==> src/rtl/deal_sequencer.sv <==
// deal_sequencer
//   Sequences one hand of baccarat-style dealing: two cards each to player
//   and banker, then the third-card rules for both sides, then the result.
//
// Ports
//   slow_clock               in   sole clock, rising edge
//   reset                    in   synchronous, active-high
//   step                     in   deal one card this cycle (dealing states)
//   new_card[3:0]            in   card code (1=A, 2-9, 10, 11=J, 12=Q, 13=K)
//   pcard1..3[3:0]           out  registered player cards, 0 = no card
//   dcard1..3[3:0]           out  registered banker cards, 0 = no card
//   pscore, dscore[3:0]      out  hand scores 0-9, combinational from cards
//   done                     out  hand complete, win flags valid
//   player_win, dealer_win   out  result flags, both high = tie
module deal_sequencer (
  input  logic       slow_clock,
  input  logic       reset,
  input  logic       step,
  input  logic [3:0] new_card,
  output logic [3:0] pcard1,
  output logic [3:0] pcard2,
  output logic [3:0] pcard3,
  output logic [3:0] dcard1,
  output logic [3:0] dcard2,
  output logic [3:0] dcard3,
  output logic [3:0] pscore,
  output logic [3:0] dscore,
  output logic       done,
  output logic       player_win,
  output logic       dealer_win
);

  typedef enum logic [3:0] {
    S_P1    = 4'd0,
    S_D1    = 4'd1,
    S_P2    = 4'd2,
    S_D2    = 4'd3,
    S_EVAL1 = 4'd4,
    S_P3    = 4'd5,
    S_EVAL2 = 4'd6,
    S_D3    = 4'd7,
    S_DONE  = 4'd8
  } state_t;

  state_t state, state_next;

  logic load_p1, load_p2, load_p3;
  logic load_d1, load_d2, load_d3;
  logic banker_draws;
  logic [3:0] p3_value;

  // Face cards, tens and illegal codes (0, 14, 15) all count as zero.
  function automatic logic [3:0] card_value(input logic [3:0] code);
    return (code >= 4'd1 && code <= 4'd9) ? code : 4'd0;
  endfunction

  // Sum of three values is at most 27, so two conditional subtractions
  // give the mod-10 result without a divider.
  function automatic logic [3:0] hand_score(input logic [3:0] a,
                                            input logic [3:0] b,
                                            input logic [3:0] c);
    logic [4:0] sum;
    sum = {1'b0, card_value(a)} + {1'b0, card_value(b)} + {1'b0, card_value(c)};
    if (sum >= 5'd20)      sum = sum - 5'd20;
    else if (sum >= 5'd10) sum = sum - 5'd10;
    return sum[3:0];
  endfunction

  assign pscore   = hand_score(pcard1, pcard2, pcard3);
  assign dscore   = hand_score(dcard1, dcard2, dcard3);
  assign p3_value = card_value(pcard3);

  // Banker third-card table, indexed by banker score and player third card.
  always_comb begin
    banker_draws = 1'b0;
    case (dscore)
      4'd0, 4'd1, 4'd2: banker_draws = 1'b1;
      4'd3:             banker_draws = (p3_value != 4'd8);
      4'd4:             banker_draws = (p3_value >= 4'd2) && (p3_value <= 4'd7);
      4'd5:             banker_draws = (p3_value >= 4'd4) && (p3_value <= 4'd7);
      4'd6:             banker_draws = (p3_value == 4'd6) || (p3_value == 4'd7);
      default:          banker_draws = 1'b0;
    endcase
  end

  // NOTE: every signal driven here gets a default first, so no path through
  // the case statement can leave one unassigned and infer a latch.
  always_comb begin
    state_next = state;
    load_p1    = 1'b0;
    load_p2    = 1'b0;
    load_p3    = 1'b0;
    load_d1    = 1'b0;
    load_d2    = 1'b0;
    load_d3    = 1'b0;
    case (state)
      S_P1: if (step) begin load_p1 = 1'b1; state_next = S_D1;    end
      S_D1: if (step) begin load_d1 = 1'b1; state_next = S_P2;    end
      S_P2: if (step) begin load_p2 = 1'b1; state_next = S_D2;    end
      S_D2: if (step) begin load_d2 = 1'b1; state_next = S_EVAL1; end
      S_EVAL1: begin
        if (pscore >= 4'd8 || dscore >= 4'd8) state_next = S_DONE;  // natural
        else if (pscore <= 4'd5)              state_next = S_P3;
        else if (dscore <= 4'd5)              state_next = S_D3;    // player stood
        else                                  state_next = S_DONE;
      end
      S_P3: if (step) begin load_p3 = 1'b1; state_next = S_EVAL2; end
      S_EVAL2: state_next = banker_draws ? S_D3 : S_DONE;
      S_D3: if (step) begin load_d3 = 1'b1; state_next = S_DONE;  end
      S_DONE:  state_next = S_DONE;
      default: state_next = S_P1;
    endcase
  end

  always_comb begin
    done       = (state == S_DONE);
    player_win = done && (pscore >= dscore);
    dealer_win = done && (dscore >= pscore);
  end

  // NOTE: sequential state uses non-blocking assignments so every register
  // samples pre-edge values, independent of statement order.
  always_ff @(posedge slow_clock) begin
    if (reset) begin
      state <= S_P1;
    end else begin
      state <= state_next;
    end
  end

  always_ff @(posedge slow_clock) begin
    if (reset) begin
      pcard1 <= 4'd0;
      pcard2 <= 4'd0;
      pcard3 <= 4'd0;
      dcard1 <= 4'd0;
      dcard2 <= 4'd0;
      dcard3 <= 4'd0;
    end else begin
      if (load_p1) pcard1 <= new_card;
      if (load_p2) pcard2 <= new_card;
      if (load_p3) pcard3 <= new_card;
      if (load_d1) dcard1 <= new_card;
      if (load_d2) dcard2 <= new_card;
      if (load_d3) dcard3 <= new_card;
    end
  end

endmodule

==> config.mk <==
export PLATFORM = sky130hd
export DESIGN_NAME = deal_sequencer
export DESIGN_NICKNAME = d
export VERILOG_FILES = /design/src/rtl/deal_sequencer.sv
export SDC_FILE = /design/constraint.sdc
export NUM_CORES = 1
export LEC_CHECK = 0
export BUFFER_PORTS_ARGS = -buffer_cell sky130_fd_sc_hd__buf_2
export CAP_MARGIN = 25
export CORE_UTILIZATION = 51
export CTS_CLUSTER_SIZE = 25
export DETAILED_ROUTE_END_ITERATION = 12
export HOLD_SLACK_MARGIN = 0.12
export PLACE_DENSITY = 0.77
export SYNTH_ARGS = -nofsm -noshare
export SYNTH_HDL_FRONTEND = slang
export SYNTH_SLANG_ARGS = --single-unit
==> constraint.sdc <==
create_clock -name slow_clock -period 4.5 [get_ports slow_clock]
set_input_delay 0.9 -clock slow_clock [delete_from_list [all_inputs] [get_ports slow_clock]]
set_output_delay 0.9 -clock slow_clock [all_outputs]
set_load 0.05 [all_outputs]
==> parameters.txt, run 1 <==
Parameter                              Value

Status
  Run status ... complete, but fails checks
  Violations in the final reports ... negative setup slack

GRT
  Met1 Track Usage GR ... 0.345
  Maximum number of pins on one net before global-route repair ... 28
  Final global-route overflow total ... 0
  Most heavily used metal layer in global routing ... met2
  Via count of the first global-routing pass ... roughly 2.3k
  GRT met3 Usage ... 0.0188
  Antenna violations before repair ... 0
  Gr usage total ... 0.260
  Wire length of the first global-routing pass ... 10500 um
  Met2 Use GR ... 0.459

Route
  First-pass DRT Iterations ... 4
  Wire length per cell after detailed routing ... between 10 and 15 um
  Routed via count divided by cell count ... roughly 5.4
  Wirelength, routed ... 6240 um
  Antenna Violating Nets Remaining ... 0
  Number of remaining DRC errors ... 0
  Total vias in the final route ... 2391
  Violation count after the first detailed-route iteration ... about 120

Clock tree
  Clock sink count ... 28
  Insertion delay to the later sink of the worst-skew pair ... 270 ps
  Longest Clk Path Bufs ... 2
  Hold_buf cts ... 0
  Number of buffers inserted during clock tree synthesis ... 3
  Deepest level of the CTS H-tree ... 1
  CTS tree ... yes
  Clock transition time at the flip-flop clock pins of the worst setup and hold paths ... 90 ps
  Root Buffer ... sky130_fd_sc_hd__clkbuf_8

Setup path
  Endpoint class of the critical path ... output pin
  Maximum fanout along the worst path ... 5
  Category of cells accounting for the largest share of critical-path delay ... adder cells
  Number of buffer and inverter instances along the worst setup path ... 4
  Startpoint type of the worst setup path ... flop
  Arrival @ worst endpoint ... ~4200 ps
  Critical Path Slowest Stage Cell ... sky130_fd_sc_hd__fa_1
  Kind of critical path ... reg2out
  Critical path, cell by cell ... nand2b_4, fa_1, inv_1, ha_2, inv_2, fa_2, xnor2_2, inv_1, ha_2, or3b_4, and3_4, mux2i_4, xnor2_4, ha_4, nor2b_4, o21ai_2, nand2b_1, a21o_1, a21oi_4, buf_6
  Delay of the slowest cell on the worst path ... around 460 ps
  Required time at the endpoint of the critical path ... 3600 ps

STA
  Min Clock Period, post-route ... 5120 ps
  Setup repair after global routing missed its margin ... true
  Rel. slew slack ... 0.499
  Tightest hold margin ... 543 ps
  Slew at the pin with the worst max-slew slack ... approximately 750 ps
  Final Hold Violating Endpoints ... 0
  Count of final max-slew check failures ... 0
  F_max ... 195 MHz
  Clk_skew ... 3.45 ps
  Final critical-path share of the clock period ... 1.14
  Setup violations, final ... 3
  Final setup margin ... -625 ps

Die
  Area of the core ... 4410 sq um
  Die footprint ... 4960 sq um
  Number of rows in the core area ... 24
  Die span in x ... 70.4 um
  Number of placed I/O pins ... 42
  Initial standard-cell utilization of the core ... 0.541
  Floorplan die height ... 70.4 um

Yosys
  Post-synth top flop ... sky130_fd_sc_hd__dfxtp_1
  Gate count after technology mapping ... about 300
  Yosys top cell by area ... sky130_fd_sc_hd__dfxtp_1
  Most frequent cells after synthesis ... sky130_fd_sc_hd__nor2_1 (49), sky130_fd_sc_hd__inv_1 (29), sky130_fd_sc_hd__dfxtp_1 (28), sky130_fd_sc_hd__mux2i_1 (25), sky130_fd_sc_hd__a21oi_1 (18)
  Post-synth cell types ... 45
  Average size of a mapped cell ... 7.99 sq um
  Cell types occupying the most area after synthesis ... sky130_fd_sc_hd__dfxtp_1 (23%), sky130_fd_sc_hd__mux2i_1 (10%), sky130_fd_sc_hd__fa_1 (8.4%)
  Async S/R FF share, synth ... 0
  Register area share after synthesis ... 0.235
  Number of synthesized flops with an enable pin ... 0
  Share of the synthesized area in the top cell type ... 0.235
  Synthesized area ... 2390 sq um
  Most instantiated library cell after synthesis ... sky130_fd_sc_hd__nor2_1
  Synthesis warning total ... 0
  FF+latch count, synth ... 28
  Synthesized Nets ... 332

Placed design
  Port Buffer Count ... 41
  Sum of net half-perimeters after detailed placement ... 4850 um
  Global placer's final weighted congestion ... 0.858
  Worst setup slack before clock tree synthesis ... -499 ps
  Number of placed instances, taps included ... roughly 440

Power and ir drop
  Max rail drop VDD ... 0.314 mV
  Total Power Consumption ... 687 uW
  Leak pwr ... 1.62 nW
  Pwr per Cell Area ... 203 nW/um^2

Cells and area
  Fraction of layout instances using a drive strength above 1 ... 0.388
  Post-layout net count ... 428
  Ant. Diodes ... 0
  Number of non-filler instances in the completed layout ... 446
  Fill cell count ... 318
  Final cell utilization of the core ... 0.765
  Area growth from synthesis to final layout ... 41.4%

Run
  Maximum capacitance violations ... 0

Hold path
  Type of the worst min-delay path ... reg2reg
==> worst min-delay path: stages, from the launching register on <==
cell and delay, ps:
sky130_fd_sc_hd__dfxtp_2 370, sky130_fd_sc_hd__mux2i_1 70, sky130_fd_sc_hd__nor2_1 70
==> cells in the final DEF, fill, tap and decap left out, drive strengths merged, types with 6 or more instances in the layout <==
master  count
a21oi      19
buf        98
dfxtp      28
fa         10
ha         16
inv        30
mux2i      26
nand2      18
nand2b     10
nand3      14
nor2       49
nor2b       8
nor3        8
o21ai       9
xnor2       6
==> kinds of logic (layout without fill, tap and decap cells) <==
kind of cell               Yosys count  count (layout)  share of synthesized area
adders and majority gates           26              26                      0.168
AOI/OAI and AO/OA                   50              50                      0.147
muxes                               26              26                      0.114
buffers and inverters               38             133                     0.0597
and+or+nand+nor                    124             124                      0.248
xor gates and xnor gates             7               7                     0.0288
DFF                                 28              28                      0.235
==> layer usage <==
layer / wire, um / vias up
li1: - / 1207
met1: 2890 / 1103
met2: 3040 / 73
met3: 201 / 8
met4: 110 / 0
met5: 0 / -
==> layout make-up <==
type	instances	area, sq um	area share
multi-input cells	233	1850	0.548
well taps	52	65.1	0.0193
inverters	30	113	0.0333
clock buffers	4	66.3	0.0196
flip-flops and latches	28	596	0.176
repair buffers	99	687	0.203
==> power breakdown <==
group	total (mW)	leakage, nW	switching (mW)	internal [mW]
registers	0.259	0.235	0.00880	0.250
logic	0.256	1.35	0.148	0.108
clock network	0.172	0.0339	0.0752	0.0966
==> metrics by stage <==
step	TNS [ps]	instance area, sq um
3_5_place_dp	-945	3130
6_report	-1230	3380
5_1_grt	-2070	3380
4_1_cts	-1210	3290
2_1_floorplan	-1260	2490
3_3_place_gp	-703	3130
==> flip-flops by register name, summed over array words and instances (netlist names) <==
name / flops
pcard3: 4
dcard1: 4
pcard2: 4
pcard1: 4
dcard2: 4
state: 4
dcard3: 4
==> worst paths after layout <==
| check | startpoint | endpoint | slack (ps) | cells after the start |
|---|---|---|---|---|
| setup / recovery | dcard1[3] | player_win | -620 | 20 |
| hold / removal | pcard3[1] | pcard3[1] | 540 | 2 |
| setup reg to reg | dcard1[3] | state[1] | 700 | 19 |
| hold reg to reg | pcard3[1] | pcard3[1] | 540 | 2 |
==> what timing repair did <==
item / CTS / global route
setup endpoints to repair: 5 / 7
cloned: 0 / 0
resized for setup: 15 / 23
setup buffers: 3 / 1
pin swaps: 10 / 7
Note: power is estimated with default switching activity, not from simulation.
==> inputs of run 2 (changes only) <==
SETUP_SLACK_MARGIN = 0.05   (was default)
==> parameters.txt, run 2 (synthesis results as in run 1) <==
Parameter                              Value

Setup path
  Startpoint type of the worst setup path ... flop
  Critical path, cell by cell ... nand2b_4, fa_1, inv_1, ha_2, inv_2, fa_2, xnor2_2, inv_1, ha_2, or3b_4, and3_4, mux2i_4, xnor2_4, ha_4, nor2b_4, o21ai_2, nand2b_1, a21o_1, a21oi_4, buf_6
  Delay of the slowest cell on the worst path ... 460 ps
  Critical Path Slowest Stage Cell ... sky130_fd_sc_hd__fa_1
  Maximum fanout along the worst path ... 5
  Arrival @ worst endpoint ... 4230 ps
  Kind of critical path ... reg2out
  Required time at the endpoint of the critical path ... 3600 ps
  Number of buffer and inverter instances along the worst setup path ... 4
  Endpoint class of the critical path ... output pin
  Category of cells accounting for the largest share of critical-path delay ... adder cells

STA
  Slew at the pin with the worst max-slew slack ... 751 ps
  Post-route setup TNS ... -1250 ps
  F_max ... 195 MHz
  Setup violations, final ... 3
  Clk_skew ... 4.32 ps
  Rel. slew slack ... 0.495
  Min Clock Period, post-route ... between 5000 and 6000 ps
  Setup repair after global routing missed its margin ... true
  Count of final max-slew check failures ... 0
  Final setup margin ... -632 ps
  Final critical-path share of the clock period ... 1.14
  Final Hold Violating Endpoints ... 0

Route
  Wire length per cell after detailed routing ... 14.2 um
  First-pass DRT Iterations ... 4
  Antenna Violating Nets Remaining ... 0
  Total vias in the final route ... 2427
  Number of remaining DRC errors ... 0
  Routed via count divided by cell count ... 5.42
  Violation count after the first detailed-route iteration ... 141
  Wirelength, routed ... ~6400 um

Die
  Number of rows in the core area ... 24
  Floorplan die height ... between 70 and 80 um
  Area of the core ... roughly 4400 sq um
  Initial standard-cell utilization of the core ... 0.541
  Die span in x ... 70.4 um
  Die footprint ... 4960 sq um
  Number of placed I/O pins ... 42

Hold path
  Type of the worst min-delay path ... reg2reg

GRT
  Gr usage total ... 0.260
  Maximum number of pins on one net before global-route repair ... 28
  Antenna violations before repair ... 0
  Via count of the first global-routing pass ... 2296
  Wire length of the first global-routing pass ... 10500 um
  Final global-route overflow total ... 0

Cells and area
  Most frequent cells in the layout ... sky130_fd_sc_hd__buf_4 (58), sky130_fd_sc_hd__nor2_1 (48), sky130_fd_sc_hd__buf_2 (35), sky130_fd_sc_hd__inv_1 (27), sky130_fd_sc_hd__mux2i_1 (25)
  Ant. Diodes ... 0
  Number of non-filler instances in the completed layout ... 448
  Area growth from synthesis to final layout ... 43.1%
  Fraction of layout instances using a drive strength above 1 ... 0.407
  Post-layout net count ... 430
  Fill cell count ... 313
  Post-layout instance area ... 3420 sq um
  Most common library cell in the layout ignoring fill and taps ... sky130_fd_sc_hd__buf_4
  Area of all sequential standard cells ... slightly below 600 sq um
  Area occupied by multi-input gates ... 1870 sq um

Power and ir drop
  Leak pwr ... ~1.6 nW
  Pwr per Cell Area ... 204 nW/um^2
  Max rail drop VDD ... 0.314 mV

Clock tree
  Number of buffers inserted during clock tree synthesis ... 3
  Root Buffer ... sky130_fd_sc_hd__clkbuf_8
  Clock transition time at the flip-flop clock pins of the worst setup and hold paths ... 100 ps
  CTS tree ... yes
  Deepest level of the CTS H-tree ... 1
  Longest Clk Path Bufs ... 2
  Clock sink count ... 28
  Insertion delay to the later sink of the worst-skew pair ... ~270 ps

Placed design
  Cell area after placement ... between 3000 and 4000 sq um
  Number of placed instances, taps included ... 437
  Port Buffer Count ... 41
  Global placer's final weighted congestion ... roughly 0.86
  Worst setup slack before clock tree synthesis ... -499 ps
  Sum of net half-perimeters after detailed placement ... 4850 um

Run
  Maximum capacitance violations ... 0

Status
  Run status ... complete, but fails checks
  Violations in the final reports ... negative setup slack
-- run 2: worst register-to-register path, cell delays in order, from the launching register on --
cell and delay, ps:
sky130_fd_sc_hd__dfxtp_4 370, sky130_fd_sc_hd__nand2b_4 140, sky130_fd_sc_hd__fa_1 460, sky130_fd_sc_hd__inv_1 60
sky130_fd_sc_hd__ha_2 180, sky130_fd_sc_hd__inv_2 40, sky130_fd_sc_hd__fa_2 350, sky130_fd_sc_hd__xnor2_2 150
sky130_fd_sc_hd__inv_1 80, sky130_fd_sc_hd__ha_2 160, sky130_fd_sc_hd__or3b_4 370, sky130_fd_sc_hd__and3_4 190
sky130_fd_sc_hd__buf_6 120, sky130_fd_sc_hd__a21oi_2 120, sky130_fd_sc_hd__o221ai_2 120, sky130_fd_sc_hd__o21ai_2 80
sky130_fd_sc_hd__buf_4 150, sky130_fd_sc_hd__a21oi_1 60, sky130_fd_sc_hd__o31ai_2 360, sky130_fd_sc_hd__a211oi_2 120
-- run 2: area by class of cell --
class	count	share of cell area
flip-flops and latches	28	0.175
clock buffers	4	0.0194
multi-input cells	233	0.548
well taps	52	0.0190
repair buffers	101	0.206
inverters	30	0.0330
-- run 2: metal layers --
layer  up-vias  track usage  part of all wire
met5         -            0                 0
met4         0       0.0578             0.020
met3        10       0.0188             0.037
met2        72        0.459              0.50
met1      1130        0.345              0.45
li1       1215            -                 -
-- run 2: where the power goes --
part	leakage (nW)	switching, mW	internal, mW
logic	1.36	0.151	0.113
clock network	0.0339	0.0757	0.0966
registers	0.236	0.00896	0.250
total	1.63	0.236	0.460
-- run 2: path summary, 6_finish.rpt --
check	depth (start not counted)	slack (ps)	to	startpoint
setup reg to reg	19	690	state[1]	dcard1[3]
hold reg to reg	2	550	pcard3[1]	pcard3[1]
hold / removal	2	550	pcard3[1]	pcard3[1]
setup / recovery	20	-630	player_win	dcard1[3]
-- run 2: timing repair --
action,4_1_cts,5_1_grt
setup endpoints to repair,5,8
pin swaps,11,9
gates cloned,0,0
setup buffers,3,3
hold buffers,0,0
resized for setup,18,28
-- run 2: through the flow --
stage               power [mW]   util  hold WS [ps]
CTS                      0.669  0.747           574
floorplan                0.416      -           552
finish                   0.696  0.774           545
global placement         0.473  0.708           517
detailed placement       0.480  0.708           550
global route             0.729  0.774           581
==> inputs of run 3 (changes only) <==
CTS_CLUSTER_SIZE = default   (was 25)
REMOVE_ABC_BUFFERS = 1   (was default)
==> parameters.txt, run 3 (synthesis results as in run 1) <==
Parameter                              Value

Setup path
  Reg2reg start ... dcard3[3]
  Start point of the critical path ... dcard3[3]
  Required time at the endpoint of the critical path ... between 3000 and 4000 ps
  Startpoint type of the worst setup path ... flop
  Worst setup endpoint ... player_win
  Kind of critical path ... reg2out
  Arrival @ worst endpoint ... 4230 ps
  Reg-to-Reg End ... state[2]
  Endpoint class of the critical path ... output pin
  R2r setup slk ... around 630 ps
  Maximum fanout along the worst path ... 4
  Depth of the worst register-to-register path ... 19

Clock tree
  Hold_buf cts ... 0
  CTS tree ... yes
  Root Buffer ... sky130_fd_sc_hd__clkbuf_8
  Deepest level of the CTS H-tree ... 1
  Clock sink count ... 28
  Number of buffers inserted during clock tree synthesis ... 3
  Clock transition time at the flip-flop clock pins of the worst setup and hold paths ... 90 ps
  Longest Clk Path Bufs ... 2
  Insertion delay to the later sink of the worst-skew pair ... 280 ps

Hold path
  Type of the worst min-delay path ... reg2reg

Route
  First-pass DRT Iterations ... 4
  Number of remaining DRC errors ... 0
  Violation count after the first detailed-route iteration ... 131
  Antenna Violating Nets Remaining ... 0
  Wire length per cell after detailed routing ... 14.5 um
  Routed via count divided by cell count ... 5.42
  Wirelength, routed ... 6680 um
  Total vias in the final route ... 2506

Die
  Area of the core ... 4410 sq um
  Die span in x ... 70.4 um
  Number of placed I/O pins ... between 40 and 50
  Die footprint ... between 4000 and 5000 sq um
  Initial standard-cell utilization of the core ... 0.541
  Number of rows in the core area ... 24
  Floorplan die height ... 70.4 um

STA
  Clk_skew ... 4.28 ps
  Setup violations, final ... 4
  Rel. slew slack ... 0.479
  Slew at the pin with the worst max-slew slack ... slightly below 800 ps
  Final critical-path share of the clock period ... 1.14
  Post-route setup TNS ... -1640 ps
  Min Clock Period, post-route ... roughly 5100 ps
  F_max ... 195 MHz
  Count of final max-slew check failures ... 0
  Final setup margin ... -628 ps
  Setup repair after global routing missed its margin ... true
  Final Hold Violating Endpoints ... 0

GRT
  Via count of the first global-routing pass ... 2413
  Met2 Use GR ... 0.504
  Maximum number of pins on one net before global-route repair ... 28
  Antenna violations before repair ... 0
  Met1 Track Usage GR ... 0.343
  Most heavily used metal layer in global routing ... met2
  Final global-route overflow total ... 0
  Wire length of the first global-routing pass ... 11000 um
  Gr usage total ... 0.276
  GRT met3 Usage ... 0.0332

Power and ir drop
  Internal Pwr Total ... approximately 450 uW
  Clock share of power ... 0.229
  Switch share ... 0.338
  Leak pwr ... 1.69 nW
  Portion of total power attributed to combinational logic ... 0.382
  Reported net switching power ... 229 uW
  Seq pwr share ... 0.388
  Max rail drop VDD ... 0.223 mV
  Pwr per Cell Area ... 195 nW/um^2

Placed design
  Port Buffer Count ... 41
  Worst setup slack before clock tree synthesis ... -445 ps
  Sum of net half-perimeters after detailed placement ... 4840 um
  Global placer's final weighted congestion ... 0.910

Cells and area
  Ant. Diodes ... 0
  Final cell utilization of the core ... 0.786
  Most frequent cells in the layout ... sky130_fd_sc_hd__buf_4 (75), sky130_fd_sc_hd__nor2_1 (48), sky130_fd_sc_hd__buf_2 (34), sky130_fd_sc_hd__inv_1 (26), sky130_fd_sc_hd__mux2i_1 (25)
  Area growth from synthesis to final layout ... 45.3%
  Fraction of layout instances using a drive strength above 1 ... 0.424
  Post-layout net count ... 444
  Most common library cell in the layout ignoring fill and taps ... sky130_fd_sc_hd__buf_4

Run
  Maximum capacitance violations ... 0

Status
  Violations in the final reports ... negative setup slack
  Run status ... complete, but fails checks
[run 3: what timing repair did]
action / CTS / global route
pin swaps: 5 / 16
setup endpoints to repair: 5 / 8
setup buffers: 11 / 8
cloned: 0 / 0
gates resized for setup: 30 / 36
[run 3: how the worst min path moves through the flow]
stage                     startpoint   endpoint  slack (ps)  cells past startpoint
after global routing       pcard1[1]  pcard1[1]         570                      2
after floorplan             state[2]   state[2]         580                      2
final                      pcard2[1]  pcard2[1]         530                      2
after global placement     dcard3[3]  dcard3[3]         530                      2
after detailed placement   dcard1[2]  dcard1[2]         540                      2
after CTS                  dcard1[2]  dcard1[2]         550                      2
[run 3: metrics by stage]
step	area, sq um	instances	hold WS (ps)	power (mW)
2_1_floorplan	2360	291	583	0.404
3_3_place_gp	3050	440	527	0.468
3_5_place_dp	3050	440	539	0.474
4_1_cts	3300	455	548	0.644
5_1_grt	3470	462	574	0.712
6_report	3470	462	528	0.676
[run 3: power groups by stage]
| stage | Combinational (mW) | Sequential, mW | Clock (mW) |
|---|---|---|---|
| 2_1_floorplan | 0.120 | 0.284 | 0 |
| 6_report | 0.258 | 0.262 | 0.155 |
| 4_1_cts | 0.225 | 0.262 | 0.157 |
| 5_1_grt | 0.279 | 0.264 | 0.169 |
| 3_5_place_dp | 0.207 | 0.268 | 0 |
| 3_3_place_gp | 0.201 | 0.267 | 0 |
[run 3: routing by layer]
| metal | up-vias | wire length (um) |
|---|---|---|
| li1 | 1242 | - |
| met3 | 8 | 280 |
| met2 | 66 | 3530 |
| met5 | - | 0 |
| met1 | 1190 | 2810 |
| met4 | 0 | 65 |
[run 3: layout make-up]
| type | count | area, sq um |
|---|---|---|
| well taps | 52 | 65.1 |
| clock buffers | 4 | 55.1 |
| inverters | 30 | 113 |
| repair buffers | 115 | 806 |
| flip-flops and latches | 28 | 578 |
| fillers | 307 | 943 |
| multi-input cells | 233 | 1850 |
[run 3: worst max-delay path, stage by stage, from the launching register on]
cell and delay [ps]:
sky130_fd_sc_hd__dfxtp_2 340, sky130_fd_sc_hd__buf_4 110, sky130_fd_sc_hd__o21ai_0 80, sky130_fd_sc_hd__and2_1 190, sky130_fd_sc_hd__fa_2 340, sky130_fd_sc_hd__ha_2 200
sky130_fd_sc_hd__inv_2 60, sky130_fd_sc_hd__fa_2 420, sky130_fd_sc_hd__inv_1 110, sky130_fd_sc_hd__ha_4 130, sky130_fd_sc_hd__or3b_4 360, sky130_fd_sc_hd__and3_4 180
sky130_fd_sc_hd__mux2i_4 150, sky130_fd_sc_hd__xnor2_2 130, sky130_fd_sc_hd__ha_1 270, sky130_fd_sc_hd__nor2b_4 140, sky130_fd_sc_hd__o21ai_1 130, sky130_fd_sc_hd__nand2b_1 90
sky130_fd_sc_hd__a21o_1 190, sky130_fd_sc_hd__a21oi_2 150, sky130_fd_sc_hd__buf_6 170
